--- config.mk ---
export PLATFORM = sky130hd
export DESIGN_NAME = usb_dev_rw_responder_flat
export DESIGN_NICKNAME = d
export VERILOG_FILES = /design/src/rtl/usb_dev_rw_responder_if.sv /design/src/rtl/usb_dev_rw_responder.sv /design/src/flat_wrapper.sv
export SDC_FILE = /design/constraint.sdc
export NUM_CORES = 1
export LEC_CHECK = 0
export BUFFER_PORTS_ARGS = -buffer_cell sky130_fd_sc_hd__buf_2
export CORE_MARGIN = 2
export CORE_UTILIZATION = 43
export DETAILED_ROUTE_END_ITERATION = 12
export PLACE_DENSITY = 0.76
export SETUP_SLACK_MARGIN = 0.5
export SYNTH_ARGS = -nofsm -noshare
export SYNTH_HDL_FRONTEND = slang
export SYNTH_SLANG_ARGS = --single-unit
--- constraint.sdc ---
create_clock -name clk -period 5.1 [get_ports clk]
set_clock_uncertainty 0.15 [all_clocks]
set_input_delay 1.02 -clock clk [delete_from_list [all_inputs] [get_ports clk]]
set_output_delay 1.02 -clock clk [all_outputs]
set_load 0.05 [all_outputs]
--- src/rtl/usb_dev_rw_responder_if.sv ---
// ---------------------------------------------------------------------------
// usb_dev_rw_responder_if
//   Bundle of every non-clock signal around the read/write responder.
//   Message port   : msg_valid, msg_type[2:0], msg_data[63:0], msg_crc_ok
//   Response port  : resp_valid, resp_type[1:0], resp_data[63:0], resp_ready
//   Memory port    : mem_addr[15:0], mem_wdata[63:0], mem_we, mem_re,
//                    mem_rdata[63:0], mem_rvalid
//   Status pulses  : read_served, write_served, txn_abort
//   Modports: slave = responder view, master = protocol layer / memory view.
// ---------------------------------------------------------------------------
interface usb_dev_rw_responder_if;
   logic        msg_valid;
   logic [2:0]  msg_type;
   logic [63:0] msg_data;
   logic        msg_crc_ok;

   logic        resp_valid;
   logic [1:0]  resp_type;
   logic [63:0] resp_data;
   logic        resp_ready;

   logic [15:0] mem_addr;
   logic [63:0] mem_wdata;
   logic        mem_we;
   logic        mem_re;
   logic [63:0] mem_rdata;
   logic        mem_rvalid;

   logic        read_served;
   logic        write_served;
   logic        txn_abort;

   modport slave (
      input  msg_valid, msg_type, msg_data, msg_crc_ok, resp_ready,
             mem_rdata, mem_rvalid,
      output resp_valid, resp_type, resp_data, mem_addr, mem_wdata,
             mem_we, mem_re, read_served, write_served, txn_abort
   );

   modport master (
      output msg_valid, msg_type, msg_data, msg_crc_ok, resp_ready,
             mem_rdata, mem_rvalid,
      input  resp_valid, resp_type, resp_data, mem_addr, mem_wdata,
             mem_we, mem_re, read_served, write_served, txn_abort
   );
endinterface

--- src/rtl/usb_dev_rw_responder.sv ---
// ---------------------------------------------------------------------------
// usb_dev_rw_responder
//   Device-side responder for the host page read/write transaction:
//     read : OUT_TOK, OUT_DATA(mempage), IN_TOK, device returns 64-bit DATA
//     write: OUT_TOK, OUT_DATA(mempage), OUT_TOK, OUT_DATA(64-bit data)
//   Ports:
//     clk     - clock
//     rst     - asynchronous reset, active-high
//     bus_if  - slave view of usb_dev_rw_responder_if (message, response,
//               page memory and status pulse signals)
//   Parameters:
//     TIMEOUT_CYCLES - idle cycles tolerated between packets before abort
//     MAX_RETRY      - read DATA resends allowed before abort
// ---------------------------------------------------------------------------
module usb_dev_rw_responder #(
   parameter int unsigned TIMEOUT_CYCLES = 255,
   parameter int unsigned MAX_RETRY      = 3
) (
   input  logic                  clk,
   input  logic                  rst,
   usb_dev_rw_responder_if.slave bus_if
);
   localparam logic [2:0] MSG_IN_TOK   = 3'b001;
   localparam logic [2:0] MSG_OUT_TOK  = 3'b010;
   localparam logic [2:0] MSG_OUT_DATA = 3'b011;
   localparam logic [2:0] MSG_HS_ACK   = 3'b101;
   localparam logic [2:0] MSG_HS_NAK   = 3'b110;

   localparam logic [1:0] RESP_ACK  = 2'b00;
   localparam logic [1:0] RESP_NAK  = 2'b01;
   localparam logic [1:0] RESP_DATA = 2'b10;

   localparam int CNT_W = $clog2(TIMEOUT_CYCLES + 1);
   localparam int RTY_W = (MAX_RETRY < 1) ? 1 : $clog2(MAX_RETRY + 1);
   localparam logic [CNT_W-1:0] CNT_LAST = CNT_W'(TIMEOUT_CYCLES - 1);
   localparam logic [RTY_W-1:0] RTY_MAX  = RTY_W'(MAX_RETRY);

   typedef enum logic [2:0] {
      S_IDLE, S_GET_PAGE, S_PAGE_HELD, S_RD_WAIT, S_RD_HS, S_WR_DATA
   } state_t;

   state_t            state_q, state_d;
   logic [CNT_W-1:0]  cnt_q, cnt_d;
   logic [RTY_W-1:0]  rty_q, rty_d;
   logic [15:0]       addr_q, addr_d;
   logic [63:0]       wdata_q, wdata_d;
   logic [63:0]       rdata_q, rdata_d;
   logic              resp_valid_q, resp_valid_d;
   logic [1:0]        resp_type_q, resp_type_d;
   logic              mem_we_q, mem_we_d;
   logic              mem_re_q, mem_re_d;
   logic              rd_srv_q, rd_srv_d;
   logic              wr_srv_q, wr_srv_d;
   logic              abort_q, abort_d;
   logic              clr;

   // Messages are only looked at while no response is waiting to be taken.
   logic msg_acc, is_in, is_out, is_good, is_bad, is_ack, is_nak, tmo;
   assign msg_acc = bus_if.msg_valid && !resp_valid_q;
   assign is_in   = msg_acc && (bus_if.msg_type == MSG_IN_TOK);
   assign is_out  = msg_acc && (bus_if.msg_type == MSG_OUT_TOK);
   assign is_good = msg_acc && (bus_if.msg_type == MSG_OUT_DATA) &&  bus_if.msg_crc_ok;
   assign is_bad  = msg_acc && (bus_if.msg_type == MSG_OUT_DATA) && !bus_if.msg_crc_ok;
   assign is_ack  = msg_acc && (bus_if.msg_type == MSG_HS_ACK);
   assign is_nak  = msg_acc && (bus_if.msg_type == MSG_HS_NAK);
   // Fires on the cycle that completes TIMEOUT_CYCLES idle cycles.
   assign tmo     = !resp_valid_q && (cnt_q == CNT_LAST);

   always_comb begin
      state_d      = state_q;
      cnt_d        = cnt_q;
      rty_d        = rty_q;
      addr_d       = addr_q;
      wdata_d      = wdata_q;
      rdata_d      = rdata_q;
      resp_valid_d = resp_valid_q;
      resp_type_d  = resp_type_q;
      mem_we_d     = 1'b0;
      mem_re_d     = 1'b0;
      rd_srv_d     = 1'b0;
      wr_srv_d     = 1'b0;
      abort_d      = 1'b0;
      clr          = 1'b0;

      if (resp_valid_q && bus_if.resp_ready) begin
         resp_valid_d = 1'b0;
      end

      case (state_q)
         S_IDLE: begin
            if (is_out) begin
               state_d = S_GET_PAGE;
            end else if (is_in) begin
               resp_valid_d = 1'b1;
               resp_type_d  = RESP_NAK;
            end
         end
         S_GET_PAGE: begin
            if (is_good) begin
               addr_d       = bus_if.msg_data[15:0];
               resp_valid_d = 1'b1;
               resp_type_d  = RESP_ACK;
               state_d      = S_PAGE_HELD;
            end else if (is_bad) begin
               resp_valid_d = 1'b1;
               resp_type_d  = RESP_NAK;
               clr          = 1'b1;
            end else if (tmo) begin
               abort_d = 1'b1;
               state_d = S_IDLE;
            end
         end
         S_PAGE_HELD: begin
            if (is_in) begin
               mem_re_d = 1'b1;
               rty_d    = '0;
               state_d  = S_RD_WAIT;
            end else if (is_out) begin
               state_d = S_WR_DATA;
            end else if (tmo) begin
               abort_d = 1'b1;
               state_d = S_IDLE;
            end
         end
         S_RD_WAIT: begin
            // The message port is deliberately ignored until memory answers.
            if (bus_if.mem_rvalid) begin
               rdata_d      = bus_if.mem_rdata;
               resp_valid_d = 1'b1;
               resp_type_d  = RESP_DATA;
               state_d      = S_RD_HS;
            end
         end
         S_RD_HS: begin
            if (is_ack) begin
               rd_srv_d = 1'b1;
               state_d  = S_IDLE;
            end else if (is_nak || tmo) begin
               if (rty_q < RTY_MAX) begin
                  // rdata_q still holds the page, so the resend is identical.
                  resp_valid_d = 1'b1;
                  resp_type_d  = RESP_DATA;
                  rty_d        = rty_q + 1'b1;
                  clr          = 1'b1;
               end else begin
                  abort_d = 1'b1;
                  state_d = S_IDLE;
               end
            end
         end
         S_WR_DATA: begin
            if (is_good) begin
               wdata_d      = bus_if.msg_data;
               mem_we_d     = 1'b1;
               wr_srv_d     = 1'b1;
               resp_valid_d = 1'b1;
               resp_type_d  = RESP_ACK;
               state_d      = S_IDLE;
            end else if (is_bad) begin
               resp_valid_d = 1'b1;
               resp_type_d  = RESP_NAK;
               clr          = 1'b1;
            end else if (tmo) begin
               abort_d = 1'b1;
               state_d = S_IDLE;
            end
         end
         default: state_d = S_IDLE;
      endcase

      // Idle counter: frozen while a response is pending and while memory
      // owns the transaction; never runs in IDLE.
      if ((state_d != state_q) || clr) begin
         cnt_d = '0;
      end else if (!resp_valid_q && (state_q != S_RD_WAIT) && (state_q != S_IDLE)) begin
         cnt_d = cnt_q + 1'b1;
      end
   end

   always_ff @(posedge clk or posedge rst) begin
      if (rst) begin
         state_q      <= S_IDLE;
         cnt_q        <= '0;
         rty_q        <= '0;
         addr_q       <= '0;
         wdata_q      <= '0;
         rdata_q      <= '0;
         resp_valid_q <= 1'b0;
         resp_type_q  <= RESP_ACK;
         mem_we_q     <= 1'b0;
         mem_re_q     <= 1'b0;
         rd_srv_q     <= 1'b0;
         wr_srv_q     <= 1'b0;
         abort_q      <= 1'b0;
      end else begin
         state_q      <= state_d;
         cnt_q        <= cnt_d;
         rty_q        <= rty_d;
         addr_q       <= addr_d;
         wdata_q      <= wdata_d;
         rdata_q      <= rdata_d;
         resp_valid_q <= resp_valid_d;
         resp_type_q  <= resp_type_d;
         mem_we_q     <= mem_we_d;
         mem_re_q     <= mem_re_d;
         rd_srv_q     <= rd_srv_d;
         wr_srv_q     <= wr_srv_d;
         abort_q      <= abort_d;
      end
   end

   assign bus_if.resp_valid   = resp_valid_q;
   assign bus_if.resp_type    = resp_type_q;
   assign bus_if.resp_data    = rdata_q;
   assign bus_if.mem_addr     = addr_q;
   assign bus_if.mem_wdata    = wdata_q;
   assign bus_if.mem_we       = mem_we_q;
   assign bus_if.mem_re       = mem_re_q;
   assign bus_if.read_served  = rd_srv_q;
   assign bus_if.write_served = wr_srv_q;
   assign bus_if.txn_abort    = abort_q;
endmodule

--- src/flat_wrapper.sv ---
// flat-port wrapper written by rule: the top's interface ports become plain ports
module usb_dev_rw_responder_flat 
#(
   parameter int unsigned TIMEOUT_CYCLES = 255,
   parameter int unsigned MAX_RETRY      = 3
)
  (clk, rst, bus_if_msg_valid, bus_if_msg_type, bus_if_msg_data, bus_if_msg_crc_ok, bus_if_resp_ready, bus_if_mem_rdata, bus_if_mem_rvalid, bus_if_resp_valid, bus_if_resp_type, bus_if_resp_data, bus_if_mem_addr, bus_if_mem_wdata, bus_if_mem_we, bus_if_mem_re, bus_if_read_served, bus_if_write_served, bus_if_txn_abort);
  usb_dev_rw_responder_if bus_if_i ();
  input  logic clk;
  input  logic rst;
  input wire logic [$bits(bus_if_i.msg_valid)-1:0] bus_if_msg_valid;
  input wire logic [$bits(bus_if_i.msg_type)-1:0] bus_if_msg_type;
  input wire logic [$bits(bus_if_i.msg_data)-1:0] bus_if_msg_data;
  input wire logic [$bits(bus_if_i.msg_crc_ok)-1:0] bus_if_msg_crc_ok;
  input wire logic [$bits(bus_if_i.resp_ready)-1:0] bus_if_resp_ready;
  input wire logic [$bits(bus_if_i.mem_rdata)-1:0] bus_if_mem_rdata;
  input wire logic [$bits(bus_if_i.mem_rvalid)-1:0] bus_if_mem_rvalid;
  output wire logic [$bits(bus_if_i.resp_valid)-1:0] bus_if_resp_valid;
  output wire logic [$bits(bus_if_i.resp_type)-1:0] bus_if_resp_type;
  output wire logic [$bits(bus_if_i.resp_data)-1:0] bus_if_resp_data;
  output wire logic [$bits(bus_if_i.mem_addr)-1:0] bus_if_mem_addr;
  output wire logic [$bits(bus_if_i.mem_wdata)-1:0] bus_if_mem_wdata;
  output wire logic [$bits(bus_if_i.mem_we)-1:0] bus_if_mem_we;
  output wire logic [$bits(bus_if_i.mem_re)-1:0] bus_if_mem_re;
  output wire logic [$bits(bus_if_i.read_served)-1:0] bus_if_read_served;
  output wire logic [$bits(bus_if_i.write_served)-1:0] bus_if_write_served;
  output wire logic [$bits(bus_if_i.txn_abort)-1:0] bus_if_txn_abort;
  assign bus_if_i.msg_valid = bus_if_msg_valid;
  assign bus_if_i.msg_type = bus_if_msg_type;
  assign bus_if_i.msg_data = bus_if_msg_data;
  assign bus_if_i.msg_crc_ok = bus_if_msg_crc_ok;
  assign bus_if_i.resp_ready = bus_if_resp_ready;
  assign bus_if_i.mem_rdata = bus_if_mem_rdata;
  assign bus_if_i.mem_rvalid = bus_if_mem_rvalid;
  assign bus_if_resp_valid = bus_if_i.resp_valid;
  assign bus_if_resp_type = bus_if_i.resp_type;
  assign bus_if_resp_data = bus_if_i.resp_data;
  assign bus_if_mem_addr = bus_if_i.mem_addr;
  assign bus_if_mem_wdata = bus_if_i.mem_wdata;
  assign bus_if_mem_we = bus_if_i.mem_we;
  assign bus_if_mem_re = bus_if_i.mem_re;
  assign bus_if_read_served = bus_if_i.read_served;
  assign bus_if_write_served = bus_if_i.write_served;
  assign bus_if_txn_abort = bus_if_i.txn_abort;
  usb_dev_rw_responder #(.TIMEOUT_CYCLES(TIMEOUT_CYCLES), .MAX_RETRY(MAX_RETRY)) u_core (.clk(clk), .rst(rst), .bus_if(bus_if_i));
endmodule
Yosys cells after proc, flatten, opt, wreduce, memory -nomap -nowiden --
Cells that the tools add are included.
Storage, ports and cells: output and inout port bits 152, input port bits 137, logic and storage cells 122, register bits after elaboration 164
Cells by class: magnitude comparators 1, mux-type cells 59, reductions and logical operators 27, add/sub/neg operators 2, eq/ne operators 21
Operators by type and width (count):
- 2-to-1 mux 3 bit | 11
- 2-to-1 mux 1 bit | 28
- 2-to-1 mux 2 bit | 12
- case mux 3 bit (6 select lines) | 1
- 2-to-1 mux 8 bit | 2
- equality test 3 x 2 -> 1 bit, second input constant | 4
- equality test 3 bit, second input constant | 4
- logical AND 1 bit | 12
- adder 8 x 1 -> 8 bit, second input constant | 1
- equality test 8 bit, second input constant | 1
- inequality test 2 x 1 -> 1 bit, second input constant | 4
- case mux 2 bit (4 select lines) | 1
- AND reduction 8 bit | 1
- equality test 3 x 1 -> 1 bit, second input constant | 2
- inequality test 2 bit, second input constant | 3
- AND reduction 2 bit | 3
- AND reduction 5 bit | 1
- case mux 1 bit (4 select lines) | 1
- case mux 2 bit (2 select lines) | 1
- nonzero test 2 bit | 2
- nonzero test 4 bit | 1
- logical NOT 3 bit | 1
- inequality test 3 x 1 -> 1 bit, second input constant | 1
- inequality test 3 x 2 -> 1 bit, second input constant | 1
- other kinds (9) | 11

Depth between registers and ports, before layout --
word-level depth 10, mapped depth 8, mapped depth without buffers 7

Worst setup path after synthesis --
OpenSTA, ideal clock, no wires.
path kind input -> register, start in bus_if_msg_type[0], end reg u_core.wdata_q[44] (netlist: u_core.bus_if.mem_wdata[44]), setup time 0.125 ns, stages on the path 7, data required time 4.825 ns, buffers on the path 3, arrival 2.299 ns, setup slack 2.527 ns, cells stage by stage buf_4 and4bb_4 nand3_1 nor2_1 buf_4 buf_6 mux2_2
On the way: cells in the longest elaborated chain, start to end 4
Ends and longest elaborated chain:
- start, declared | RTL line flat_wrapper.sv:12 | input wire logic [$bits(bus_if_i.msg_type)-1:0] bus_if_msg_type;
- equality test 3 x 2 -> 1 bit | RTL line usb_dev_rw_responder.sv:62 | assign is_good = msg_acc && (bus_if.msg_type == MSG_OUT_DATA) && bus_if.msg_crc_ok;
- logical AND 1 bit (2 in a row) | RTL line usb_dev_rw_responder.sv:62
- AND reduction 2 bit (no line)
- end signal, assigned | RTL line usb_dev_rw_responder.sv:200 | wdata_q <= wdata_d;
- end, declared | RTL line usb_dev_rw_responder.sv:46 | logic [63:0] wdata_q, wdata_d;
Every way passes these cells. A chain may end at the register's enable or synchronous reset.

Worst setup path in the final report --
start reg u_core.state_q[2], end reg u_core.resp_type_q[0] (netlist: u_core.bus_if.resp_type[0])
On the way: cells in the longest elaborated chain, start to end 4, elaborated cells between the ends (all ways) 16, those cells by class eq/ne: 11; mux: 1; reduce/logical: 4
Ends and longest elaborated chain:
- start, declared | RTL line usb_dev_rw_responder.sv:42 | state_t state_q, state_d;
- start signal, assigned | RTL line usb_dev_rw_responder.sv:196 | state_q <= state_d;
- equality test 3 x 1 -> 1 bit / equality test 3 bit (equally long branches) | RTL line usb_dev_rw_responder.sv:89 | case (state_q)
- OR reduction 2 bit (no line)
- inequality test 3 x 1 -> 1 bit (no line) / nonzero test 4 bit (equally long branches)
- AND reduction 8 bit (no line)
- end signal, assigned | RTL line usb_dev_rw_responder.sv:203 | resp_type_q <= resp_type_d;
- end, declared | RTL line usb_dev_rw_responder.sv:49 | logic [1:0] resp_type_q, resp_type_d;
Several ways; a longest one is shown, not always the timed one.

==> impl_results.md <==
* Netlist cell types at between 60 and 70
* Area post-placement at between 0.008 and 0.009 mm2
* DR DRC count at 0
* Main synth FF type: dfrtp_1
* Overall routed net length at 16,250 um
* Post-synthesis simple-gate area fraction at 6.743%
* Synth Area in XOR/XNOR at 1.012%
* Cell area after layout at around 0.0091 mm2
* Synth area leaders: dfrtp_1 (59%), mux2_2 (20%), mux2_1 (2.4%)
* First-pass GRT wire length at 24,720 um
* Clock Sinks at 164
* Synth Area in Compound Gates at 5.152%
* CTS root buffer: clkbuf_16
* CTS tree: built
* H-tree levels at 4
* Setup crit start: u_core.state_q[2]
* Largest family of logic cells by synthesized area: multiplexers
* Area share of fa/ha/maj cells after synthesis at 0.5423%
* Status: complete, no violations
* Post-DP HPWL at ~12,000 um
* Clock Path Buffers at 2
* Synth warn at 0
* Max VDD drop at 0.2817 mV
* Yosys top cell by area: dfrtp_1
* Worst R2R Start: u_core.state_q[2]
* Synth cell count leaders: dfrtp_1 (164), mux2_2 (121), mux2_1 (15), nand2_1 (15), nor3_1 (11)
* Initial Utilization at 43.73%
* Number of global-route vias before repair at 4,829
* Slew @ Worst Pin at between 900 and 1000 ps
* Startpoint types: flip-flop
* Post-synth ARST share at 100.0%
* Worst EP arrival at 3010 ps
* Most frequent cell after synthesis: dfrtp_1
* Multiplexer area fraction after synthesis at 24.22%
* Max-Slew Margin vs Limit at about two fifths
* FF-to-FF path depth at 5
* Die W at 130.9 um
* Die ar. at 0.01713 mm2
* Crit. End Element: flip-flop
* Crit share post-route at 56.24%
* Utilization after layout at 57.30%
* Max frequency at 348.7 MHz
* Fin. max-slew vios at 0
* Initial antenna violation count at 0
* Largest net degree at the start of global routing at 165
* R2R Path End: u_core.bus_if.resp_type[0]
* RSZ-0062 raised after global routing: false
* Syn_area_per_cell at 14.85 um2
* Crit path capture: u_core.bus_if.resp_type[0]
* Static Leak at 5.006 nW
* Synthesized flop and latch total at 164
* Post-route ant nets at 0
* Met3 usage at 6.433%
* Num CTS Buffers at 17
* First drt pass iteration count at 4
* HP Class: flip-flop to flip-flop
* IO Pins at just under 300
* Sequential share of the synthesized area at 59.29%
* Met1 GRT Util at about 23%
* Max FO, Critical Path at 35
* WHS at 321.4 ps
* Height of the die at 130.9 um
* Global-route usage over all layers at 18.69%
* Post-synth EDFFs at 0
* Setup Buffers After CTS at 0
* Vias per cell at slightly below 5
* Area Growth Syn to Fin at 31.02%
* Synthesized instance count at 466
* Met2 Use GR at 30.94%
* Vias at 4,823
* Setup violations, final at 0
* Critical path type: flip-flop to flip-flop
* # port buffers at 288
* Register-to-register setup slack at 2230 ps
* Remaining global-route overflow at 0
* Core Region at ~0.016 mm2
* Hold_buf cts at 0
* GP Congestion at 0.8424
* # nets final at roughly 900
* Ant diodes at 0
* Clk Latency, worst-skew pair at 410 ps
* DR WL/cell at about 17 um
* GRT Max-Usage Layer: met2
* Rows at 46
* Final Hold Vio Count at 0
* # resized after CTS at 0
* PwrDens at between 600 and 700 mW/mm2
* Req. time, crit path at roughly 5200 ps
* Syn Nets at 606
* Clock-pin slew on the worst setup and hold paths at about 60 ps
* Post-synth top area share at 59.29%
* Final setup TNS at 0 ps
* Fin crit period at 2868 ps
* Initial DRC Count at ~280
* MaxCap Viol Count at 0
* Layout cells sized above 1 at ~62%
* Syn Std Cell Area at 0.006922 mm2
stage by stage:
step	power (mW)	setup WS [ps]	cells
after floorplan	3.853	1845	466
after global placement	4.409	1878	948
after detailed placement	4.454	1859	948
after CTS	5.717	2232	979
after global routing	5.933	2044	979
final	5.667	2232	979
where the power goes:
| group | internal, mW | leakage (nW) | switching (mW) | total, mW |
|---|---|---|---|---|
| clock network | 0.699 | 0.273 | 0.547 | 1.25 |
| logic | 0.687 | 2.52 | 1.80 | 2.49 |
| registers | 1.69 | 2.21 | 0.242 | 1.94 |
layer usage:
layer  vias to the layer above  wire, um
li1                       2251         -
met1                      2375      6513
met2                       180      8402
met3                        17      1111
met4                         0       223
met5                         -         0
kinds of logic after synthesis:
| group | Yosys count |
|---|---|
| AO/OA/AOI/OAI | 43 |
| XOR/XNOR | 8 |
| adder cells (fa/ha/maj) | 3 |
| buffers and inverters | 30 |
| flip-flops | 164 |
| multiplexers | 146 |
| AND/OR/NAND/NOR | 72 |
layout by cell type (no fill, tap or decap), drive strengths merged, types with 2 or more instances in the layout:
master | synthesis | layout
mux2 | 145 | 145
nor3 | 11 | 11
nand2b | 5 | 5
or3b | 2 | 2
o22ai | 3 | 3
nand2 | 15 | 15
nor2 | 9 | 9
nor3b | 5 | 5
o21ai | 8 | 8
and2b | 2 | 2
nor2b | 3 | 3
inv | 5 | 11
clkinvlp | 0 | 5
a22oi | 2 | 2
nand3b | 2 | 2
a211o | 3 | 3
buf | 23 | 291
ha | 3 | 3
xnor2 | 7 | 7
and2 | 3 | 3
o211ai | 4 | 4
and4b | 3 | 3
dfrtp | 164 | 164
a21oi | 8 | 8
clkbuf | 2 | 18
nand4 | 2 | 2
o221ai | 2 | 2
a31o | 3 | 3
nand4b | 2 | 2
nand3 | 3 | 3
worst min-delay path by stage:
stage                     slack [ps]                          end  cells after the start                        start
after floorplan                  300              u_core.rty_q[0]                      1              u_core.rty_q[0]
after global placement           310  u_core.bus_if.mem_wdata[41]                      1  u_core.bus_if.mem_wdata[41]
after detailed placement         310   u_core.bus_if.resp_type[1]                      1   u_core.bus_if.resp_type[1]
after CTS                        330   u_core.bus_if.resp_type[1]                      1   u_core.bus_if.resp_type[1]
after global routing             340   u_core.bus_if.resp_type[1]                      1   u_core.bus_if.resp_type[1]
final                            320   u_core.bus_if.resp_type[1]                      1   u_core.bus_if.resp_type[1]
sequential cells by signal (all words and copies together), names as in the netlist, 2 cells and up:
name,count
u_core.bus_if.mem_addr,16
u_core.bus_if.resp_type,2
u_core.bus_if.resp_data,64
u_core.cnt_q,8
u_core.rty_q,2
u_core.state_q,3
u_core.bus_if.mem_wdata,64
worst max-delay path, cell delays in order (launching register included):
cell	delay, ps
dfrtp_1	600
and2b_1	360
nand3_2	700
a32oi_1	480
nand2_1	120
mux2_1	330
final cells by class:
| type | instances | area [um2] |
|---|---|---|
| Multi-Input combinational cell | 272 | 2620 |
| Clock buffer | 18 | 439.2 |
| Sequential cell | 164 | 4104 |
| Inverter | 5 | 22.52 |
| Clock inverter | 13 | 136.4 |
| Tap cell | 216 | 270.3 |
| Timing Repair Buffer | 291 | 1476 |
| Fill cell | 1311 | 6759 |
Power figures use the tool's default switching activity.
